<file path="config.mk">
export PLATFORM = sky130hd
export DESIGN_NAME = game_state_ctrl
export DESIGN_NICKNAME = d
export VERILOG_FILES = /design/src/rtl/game_pkg.sv /design/src/rtl/game_state_ctrl_tick_div.sv /design/src/rtl/game_state_ctrl.sv
export SDC_FILE = /design/constraint.sdc
export NUM_CORES = 1
export LEC_CHECK = 0
export ABC_AREA = 0
export CORE_ASPECT_RATIO = 1.1
export CORE_MARGIN = 2
export CORE_UTILIZATION = 51
export CTS_CLUSTER_DIAMETER = 200
export CTS_CLUSTER_SIZE = 40
export DETAILED_ROUTE_END_ITERATION = 12
export MAX_ROUTING_LAYER = met4
export PLACE_DENSITY = 0.74
export SYNTH_ARGS = -nofsm -noshare
export SYNTH_HDL_FRONTEND = slang
export SYNTH_SLANG_ARGS = --single-unit
</file>
<file path="constraint.sdc">
create_clock -name clk_100 -period 4.7 [get_ports clk_100]
set_input_delay 0.47 -clock clk_100 [delete_from_list [all_inputs] [get_ports clk_100]]
set_output_delay 0.47 -clock clk_100 [all_outputs]
set_load 0.01 [all_outputs]
</file>
<file path="src/rtl/game_pkg.sv">
// Shared status codes and widths for the game state controller.
// Status codes are shared with the LCD and link logic on the peer board.
package game_pkg;

  localparam int unsigned SEC_W = 8;

  localparam logic [2:0] STAT_NORMAL        = 3'd0;
  localparam logic [2:0] STAT_MATCH_ING     = 3'd1;
  localparam logic [2:0] STAT_MATCH_CANCEL  = 3'd2;
  localparam logic [2:0] STAT_MATCH_SUCCESS = 3'd3;
  localparam logic [2:0] STAT_GAME_INITIAL  = 3'd4;
  localparam logic [2:0] STAT_GAME_CNTDOWN  = 3'd5;
  localparam logic [2:0] STAT_GAME_ING      = 3'd6;
  localparam logic [2:0] STAT_GAME_OVER     = 3'd7;

  typedef enum logic [2:0] {
    S_NORMAL        = STAT_NORMAL,
    S_MATCH_ING     = STAT_MATCH_ING,
    S_MATCH_CANCEL  = STAT_MATCH_CANCEL,
    S_MATCH_SUCCESS = STAT_MATCH_SUCCESS,
    S_GAME_INITIAL  = STAT_GAME_INITIAL,
    S_GAME_CNTDOWN  = STAT_GAME_CNTDOWN,
    S_GAME_ING      = STAT_GAME_ING,
    S_GAME_OVER     = STAT_GAME_OVER
  } stat_t;

  // States whose seconds counter runs and whose entry restarts the divider.
  function automatic logic is_timed(input stat_t s);
    return (s == S_MATCH_ING) || (s == S_GAME_CNTDOWN) || (s == S_GAME_ING);
  endfunction

endpackage

</file>
<file path="src/rtl/game_state_ctrl_tick_div.sv">
// Second-tick divider: counts 0..TICK_DIV-1, tick high while the count is TICK_DIV-1.
module tick_div #(
  parameter int unsigned TICK_DIV = 100
) (
  input  logic clk_100,
  input  logic rst_n,
  input  logic clr,
  output logic tick
);

  localparam int unsigned CW = (TICK_DIV > 2) ? $clog2(TICK_DIV) : 1;
  localparam logic [CW-1:0] LAST = CW'(TICK_DIV - 1);

  logic [CW-1:0] cnt_q, cnt_d;
  logic          tick_q, tick_d;

  // tick is registered from the next count so it coincides with count == LAST
  always_comb begin
    cnt_d = cnt_q + CW'(1);
    if (clr || (cnt_q == LAST)) cnt_d = '0;
    tick_d = (cnt_d == LAST);
  end

  always_ff @(posedge clk_100 or negedge rst_n) begin
    if (!rst_n) begin
      cnt_q  <= '0;
      tick_q <= 1'b0;
    end else begin
      cnt_q  <= cnt_d;
      tick_q <= tick_d;
    end
  end

  assign tick = tick_q;

endmodule

</file>
<file path="src/rtl/game_state_ctrl.sv">
// System-state controller: match handshake, countdown, timed game and game-over hold,
// with a seconds counter, LED time bar and win flag.
module game_state_ctrl
  import game_pkg::*;
#(
  parameter int unsigned TICK_DIV           = 100,
  parameter int unsigned GAME_SECS          = 80,
  parameter int unsigned CNTDOWN_SECS       = 3,
  parameter int unsigned MATCH_TIMEOUT_SECS = 30,
  parameter int unsigned LED_W              = 16,
  parameter int unsigned LED_STEP_SECS      = 5
) (
  input  logic             clk_100,
  input  logic             rst_n,
  input  logic             pb_ctl,
  input  logic [2:0]       peer_stat,
  input  logic             game_lost,
  output logic [2:0]       stat_out,
  output logic [SEC_W-1:0] sec_left,
  output logic             tick,
  output logic [LED_W-1:0] led,
  output logic             win
);

  stat_t            state_q, state_d;
  logic [SEC_W-1:0] sec_q, sec_d;
  logic [LED_W-1:0] led_q, led_d;
  logic             win_q, win_d;
  logic             clr;
  logic             peer_match, sec_last, led_step;
  logic [SEC_W-1:0] elapsed;

  tick_div #(.TICK_DIV(TICK_DIV)) u_tick_div (
    .clk_100 (clk_100),
    .rst_n   (rst_n),
    .clr     (clr),
    .tick    (tick)
  );

  always_comb begin
    state_d    = state_q;
    sec_d      = sec_q;
    led_d      = led_q;
    win_d      = win_q;
    peer_match = (peer_stat == STAT_MATCH_ING) || (peer_stat == STAT_MATCH_SUCCESS);
    sec_last   = tick && (sec_q == SEC_W'(1));
    // elapsed seconds after this tick's decrement
    elapsed    = SEC_W'(GAME_SECS) - (sec_q - SEC_W'(1));
    led_step   = (elapsed != '0) && ((elapsed % SEC_W'(LED_STEP_SECS)) == '0);

    case (state_q)
      S_NORMAL: begin
        if (pb_ctl) begin
          state_d = S_MATCH_ING;
          sec_d   = SEC_W'(MATCH_TIMEOUT_SECS);
          win_d   = 1'b0;
        end
      end
      S_MATCH_ING: begin
        if (peer_match)              state_d = S_MATCH_SUCCESS;
        else if (pb_ctl || sec_last) state_d = S_MATCH_CANCEL;
        else if (tick)               sec_d   = sec_q - SEC_W'(1);
      end
      S_MATCH_CANCEL:  state_d = S_NORMAL;
      S_MATCH_SUCCESS: state_d = S_GAME_INITIAL;
      S_GAME_INITIAL: begin
        state_d = S_GAME_CNTDOWN;
        sec_d   = SEC_W'(CNTDOWN_SECS);
      end
      S_GAME_CNTDOWN: begin
        if (sec_last) begin
          state_d = S_GAME_ING;
          sec_d   = SEC_W'(GAME_SECS);
        end else if (tick) begin
          sec_d = sec_q - SEC_W'(1);
        end
      end
      S_GAME_ING: begin
        if (tick && led_step) led_d = led_q << 1;
        if (game_lost) begin
          state_d = S_GAME_OVER;
          win_d   = 1'b0;
        end else if (peer_stat == STAT_GAME_OVER) begin
          state_d = S_GAME_OVER;
          win_d   = 1'b1;
        end else if (sec_last) begin
          state_d = S_GAME_OVER;
          win_d   = 1'b0;
        end else if (tick) begin
          sec_d = sec_q - SEC_W'(1);
        end
      end
      S_GAME_OVER: begin
        if (pb_ctl) state_d = S_NORMAL;
      end
      default: state_d = S_NORMAL;
    endcase

    if (!is_timed(state_d)) sec_d = '0;
    if ((state_d == S_NORMAL) || (state_d == S_MATCH_ING) || (state_d == S_GAME_INITIAL))
      led_d = '1;
    clr = is_timed(state_d) && (state_d != state_q);
  end

  always_ff @(posedge clk_100 or negedge rst_n) begin
    if (!rst_n) begin
      state_q <= S_NORMAL;
      sec_q   <= '0;
      led_q   <= '1;
      win_q   <= 1'b0;
    end else begin
      state_q <= state_d;
      sec_q   <= sec_d;
      led_q   <= led_d;
      win_q   <= win_d;
    end
  end

  assign stat_out = state_q;
  assign sec_left = sec_q;
  assign led      = led_q;
  assign win      = win_q;

endmodule
</file>
* Word level (Yosys, flattened, before mapping) *
Cells that the tools add are included.

word-level totals
  output and inout bits = 29
  memory bits (read-only) = 0
  register bits after elaboration = 36
  latch bits = 0
  memories kept = 0
  memory bits (writable) = 0

operators by class
  div/mod/pow operators = 1
  reduce and logical (&&, ||, !) cells = 21
  $mul = 0
  add/subtract/negate cells = 3
  bitwise logic cells = 0
  shift-type cells = 0
  $lt $le $gt $ge = 0
  eq/ne operators = 27
  muxes and demuxes = 28

operators by type and width
  operator                                                                 number
  8-bit 2-to-1 mux                                                         9
  16-bit 2-to-1 mux                                                        3
  8-bit case mux with 5 select lines                                       1
  3-bit == test, second input constant                                     8
  3-bit 2-to-1 mux                                                         8
  3-bit case mux with 8 select lines                                       1
  3-bit inequality test, second input constant                             6
  7-bit == test, second input constant                                     2
  3-bit by 1-bit == test with 1-bit output, second input constant          3
  3-bit by 2-bit == test with 1-bit output, second input constant          3
  8-bit by 1-bit == test with 1-bit output, second input constant          1
  8-bit zero test                                                          1
  8-bit by 3-bit remainder unit with 8-bit output, second input constant   1
  8-bit nonzero test                                                       1
  7-bit by 8-bit subtractor with 8-bit output, first input constant        1
  8-bit by 1-bit subtractor with 8-bit output, second input constant       1
  7-bit by 1-bit adder with 7-bit output, second input constant            1
  1-bit logical OR                                                         7
  7-bit 2-to-1 mux                                                         1
  7-bit AND reduction                                                      1
  3-bit zero test                                                          2
  6-bit by 1-bit inequality test with 1-bit output, second input constant  1
  2-bit nonzero test                                                       3
  1-bit logical AND                                                        4
  7 further kinds                                                          10

* Logic depth before layout (Yosys ltp) *
  depth in word-level cells = 13
  depth in mapped cells = 23
  gate-level depth less buffers = 19

* Hierarchy *
Synthesis repeated with hierarchy kept, for this count alone.

unflattened totals
  cells, all modules = 332
  area total of the unflattened synthesis = 2915.3 sq um

by module, submodules not included
  module           cells an instance  sequential area each (sq um)  times used  area an instance (sq um)
  game_state_ctrl  298                720.7                         1           2543.7
  tick_div         34                 200.2                         1           371.6

* Least setup slack after synthesis *
OpenSTA, ideal clock, no wires.

  path kind = reg-to-reg
  start point = register sec_q[0], in the netlist sec_left[0]
  end point = register led_q[7], in the netlist led[7]
  period minus slack after synthesis = 4.958 ns
  path buffers = 3
  setup slack = -0.258 ns
  arrival time = 4.883 ns
  stages on the path, launching flop included = 23
  path through = dfrtp_1 -> clkbuf_1 -> inv_1 -> ha_1 -> buf_4 -> or4b_4 -> or3_4 -> and2_4 -> o21bai_4 -> xnor2_4 -> or4b_1 -> o311a_2 -> a21oi_1 -> a211oi_2 -> ha_1 -> nor2_1 -> inv_1 -> a221oi_4 -> nor4b_1 -> a311o_1 -> nand3_4 -> buf_6 -> mux2i_1

between the ends
  word-level cells in the longest chain between the ends = 11

ends and longest elaborated chain
  element                                                                                               RTL line                RTL
  from (decl)                                                                                           game_state_ctrl.sv:26   logic [SEC_W-1:0] sec_q, sec_d;
  from (signal assigned)                                                                                game_state_ctrl.sv:108  sec_q <= '0;
  from (signal assigned)                                                                                game_state_ctrl.sv:113  sec_q <= sec_d;
  parallel branches: the longest is 11 deep, another holds 8-bit by 1-bit subtractor with 8-bit output  n/a
  to (signal assigned)                                                                                  game_state_ctrl.sv:114  led_q <= led_d;
  to (decl)                                                                                             game_state_ctrl.sv:27   logic [LED_W-1:0] led_q, led_d;

Parallel ways; which one is timed is not known.
A chain may end at the register's enable or synchronous reset.

* Worst setup path in the final report *
  start point = register sec_q[0], in the netlist sec_left[0]
  end point = register led_q[15], in the netlist led[15]

Same word-level chain as after synthesis.

==> results by stage <==
Place:
- The wire-length estimate of the detail-placed layout is 4560 um.
- During placement, the flow inserted port buffers numbering 35.
- The number of cells after detailed placement is between 400 and 500.
- The weighted congestion reported at the end of routability-driven placement is between 0.8 and 0.9.

Worst setup path:
- Counting stages on the worst path, the most repeated cell is sky130_fd_sc_hd__or3_4.
- STA classifies the critical path endpoint as a flop.
- Grouping stages by cell kind, the critical path spends the most delay in simple AND/OR/NAND/NOR gates.
- The worst setup path is of the reg -> reg kind.
- The count of buffer and inverter cells on the critical path is 3.
- The worst setup path is launched from a flop.
- The worst-path cell with the longest stage delay is sky130_fd_sc_hd__or4b_4.
- The critical-path maximum fanout is 9.
- The delay of the slowest cell on the worst path is approximately 0.47 ns.
- STA puts the critical path data arrival time at between 4 and 5 ns.
- For the worst setup path, the data required time is approximately 4.9 ns.
- The critical path goes through clkinv_4, ha_4, or4b_4, or3_4, and2_4, o21a_1, or3_4, o32ai_4, o31ai_4, a21oi_2, a211oi_2, ha_2, nor2_2, inv_2, a221oi_4, nor4b_2, a311o_1, nand3_4, buf_12, mux2i_1.

GRT:
- The met3 track demand over resource is 0.0291.
- Global routing finished with a remaining overflow of 0.
- The initial antenna violation count is 0.
- The routing usage on met1 is 0.270.
- The number of global-route vias before repair is roughly 2.2k.
- met2 is the most crowded layer.
- The total global routing track utilization is 0.217.
- Entering global routing, the biggest net connects 37 pins.
- For this run, global-route usage on met2 was measured as 0.360.
- The first global-routing pass estimated just over 10000 um of wire.

Yosys:
- Synthesis instantiated between 70 and 80 different standard cells from the library.
- For this run, the register share of the synthesized area comes to 0.326.
- The fraction of registers with async set or reset after synthesis is 1.00.
- In this run, synthesis inferred 0 flip-flops with an integrated enable.
- The number of nets handed over by synthesis was 323.
- The number of warnings printed during yosys synthesis is 0.
- The most common flop cell mapped by yosys is sky130_fd_sc_hd__dfrtp_1.
- After synthesis the netlist holds a flip-flop and latch count of 36.
- After technology mapping, the gate count stands at roughly 310.
- In this run the cell area of the synthesized design comes to 0.00283 sq mm.
- A synthesized cell averages just over 9 sq um.

Clock tree:
- The number of buffers on the longest clock path is 2.
- The clock insertion delay at the later pin of the skew report is between 0.2 and 0.3 ns.
- The number of H-tree levels is 2.
- TritonCTS built the clock tree.
- After clock tree synthesis, the clock-pin slew on the worst setup and hold paths is around 0.070 ns.
- The clock net in this run drives a total of 36 sinks.
- The clock tree root driver cell is sky130_fd_sc_hd__clkbuf_8.
- The number of clock buffers added by TritonCTS is 5.

Die:
- The effective utilization at floorplan is 0.528.
- The area of the core is 0.00536 sq mm.
- The vertical die dimension is ~82 um.
- During I/O placement, the number of pins put on the boundary was 36.
- The floorplan step set the die width to 75.0 um.
- The total number of placement rows is 28.
- The die area is between 0.006 and 0.007 sq mm.

Run status:
- The run finished with clean final reports.

Cells and area:
- From synthesis to final layout, the design area changed by 29.5%.
- For this run, the post-layout net count is about 380.
- The layout has 427 filler cells.
- The antenna diode count is 0.
- Leaving out filler cells and counting taps, the final layout contains between 400 and 500.
- The ratio of cells with drive above 1 in the final layout is 0.276.

Route:
- The count of nets left with antenna violations once routing finished came out at 0.
- The vias after detailed routing is about 2.4k.
- The count of TritonRoute iterations in the first routing pass is 4.
- After detailed routing, the total wire length is 6590 um.
- In the final routed layout, each cell accounts on average for roughly 15 um.
- The DRC marker count from the first detailed-route iteration is between 90 and 100.
- The count of unresolved DRC violations after routing is 0.
- The post-detailed-route via-to-cell ratio is about 5.6.

Worst hold path:
- The tightest min-delay check is of the reg -> reg type.

Timing:
- Across the routed clock network, the largest skew measured is 0.00482 ns.
- The count of final hold-check violations came to 0.
- The worst pin sits at a relative slew slack of 0.295.
- The shortest clock period the worst path allows after layout is 4.64 ns.
- At the pin with the least slew margin, the transition time is ~1.1 ns.
- The number of setup violations in the final report is 0.
- The peak clock frequency supported by timing is between 200 and 250 MHz.
- Setup repair after global routing could not meet its margin everywhere.
- The number of max-slew violations in the final report was 0.
- The period utilization is 0.987.

Run:
- The tool flagged a number of max-cap violations equal to 0.
[worst register-to-register path, delay by kind of cell, from the launching register on]
family / cells / cell delay [ns]
and+or+nand+nor: 7 / 1.81
AOI/OAI and AO/OA: 7 / 1.52
DFF: 1 / 0.43
adders and majority gates: 2 / 0.34
buffers and inverters: 3 / 0.26
muxes: 1 / 0.20
[per-stage QoR]
step	hold slack [ns]	TNS, ns	setup WS [ns]	cell area, sq um	util
finish	0.510	0	0.0622	3660	0.683
global route	0.542	-1.08	-0.106	3660	0.683
CTS	0.513	0	0.0121	3480	0.650
detailed placement	0.498	-1.12	-0.103	3350	0.625
global placement	0.491	0	0.0549	3350	0.625
floorplan	0.174	-0.147	-0.0147	2900	-
[cells in the final DEF (no fill, tap or decap), types with 3 or more instances in the layout]
cell type,instances
sky130_fd_sc_hd__clkdlybuf4s50_1,35
sky130_fd_sc_hd__xor2_1,11
sky130_fd_sc_hd__nand2_1,19
sky130_fd_sc_hd__dfstp_2,16
sky130_fd_sc_hd__a21oi_1,10
sky130_fd_sc_hd__o21ai_1,3
sky130_fd_sc_hd__nor3_2,4
sky130_fd_sc_hd__nand3_1,11
sky130_fd_sc_hd__inv_1,6
sky130_fd_sc_hd__clkbuf_8,5
sky130_fd_sc_hd__xnor2_1,11
sky130_fd_sc_hd__buf_4,23
sky130_fd_sc_hd__o21ai_0,12
sky130_fd_sc_hd__or3_4,3
sky130_fd_sc_hd__a211oi_1,4
sky130_fd_sc_hd__nor2_2,4
sky130_fd_sc_hd__mux2i_1,15
sky130_fd_sc_hd__nor2b_1,5
sky130_fd_sc_hd__nor2_1,44
sky130_fd_sc_hd__a31oi_1,4
sky130_fd_sc_hd__nand2b_1,4
sky130_fd_sc_hd__nor3_1,10
sky130_fd_sc_hd__ha_1,4
sky130_fd_sc_hd__nand4_1,3
sky130_fd_sc_hd__dfrtp_1,19
[area by class of cell]
cell class,instances,area (sq um),share of cell area
clock inverter,2,35.0,0.00957
multi-input combinational,248,1930,0.528
timing repair buffer,61,566,0.154
inverter,9,38.8,0.0106
sequential,36,922,0.252
tap,75,93.8,0.0256
clock buffer,6,72.6,0.0198
[sequential cells by signal, summed over array words and instances (netlist names)]
name,cells
sec_left,8
led,16
stat_out,3
u_tick_div.cnt_q,7
win,1
u_tick_div.tick,1
[kinds of logic after synthesis]
group / count (synthesis) / share of synthesized area
XOR/XNOR: 27 / 0.0978
AO/OA/AOI/OAI: 65 / 0.190
multiplexers: 15 / 0.0531
buffers and inverters: 25 / 0.0429
AND/OR/NAND/NOR: 134 / 0.260
adder cells (fa/ha/maj): 7 / 0.0310
flip-flops: 36 / 0.326
[synthesized netlist by cell type, types with 4 or more instances]
library cell	instances	area (sq um)
sky130_fd_sc_hd__clkbuf_1	10	37.5
sky130_fd_sc_hd__xor2_1	12	105
sky130_fd_sc_hd__o21ai_0	14	70.1
sky130_fd_sc_hd__dfrtp_1	20	500
sky130_fd_sc_hd__a31oi_1	4	25.0
sky130_fd_sc_hd__inv_1	9	33.8
sky130_fd_sc_hd__xnor2_1	12	105
sky130_fd_sc_hd__a21oi_1	11	55.1
sky130_fd_sc_hd__a211oi_1	4	30.0
sky130_fd_sc_hd__nand2b_1	4	25.0
sky130_fd_sc_hd__nor3_1	12	60.1
sky130_fd_sc_hd__dfstp_2	16	420
sky130_fd_sc_hd__nand3_1	12	60.1
sky130_fd_sc_hd__nand2_1	19	71.3
sky130_fd_sc_hd__ha_1	7	87.6
sky130_fd_sc_hd__mux2i_1	15	150
sky130_fd_sc_hd__nor2b_1	5	31.3
sky130_fd_sc_hd__nor2_1	46	173
[layer usage]
metal  routed length [um]  vias up
met4                  121        0
met1                 2840     1166
li1                     -     1217
met5                    0        -
met3                  167       10
met2                 3460       43
[repair_timing]
item	CTS	global route
setup endpoints to repair	16	16
pin swaps	2	7
buffers inserted	1	11
resized for setup	5	18
hold buffers	0	0
[final timing paths]
path	endpoint	depth (start not counted)	start	slack [ns]
setup / recovery	led[15]	20	sec_left[0]	0.06
min in group asynchronous	sec_left[3]	2	rst_n	0.59
setup reg to reg	led[15]	20	sec_left[0]	0.06
hold reg to reg	u_tick_div.cnt_q[0]	1	u_tick_div.cnt_q[0]	0.51
hold / removal	u_tick_div.cnt_q[0]	1	u_tick_div.cnt_q[0]	0.51
max in group asynchronous	led[14]	2	rst_n	3.76
Power is left out: the tool's default activity adds up to more than one toggle a clock period on the data nets, which glitch-free logic cannot reach.
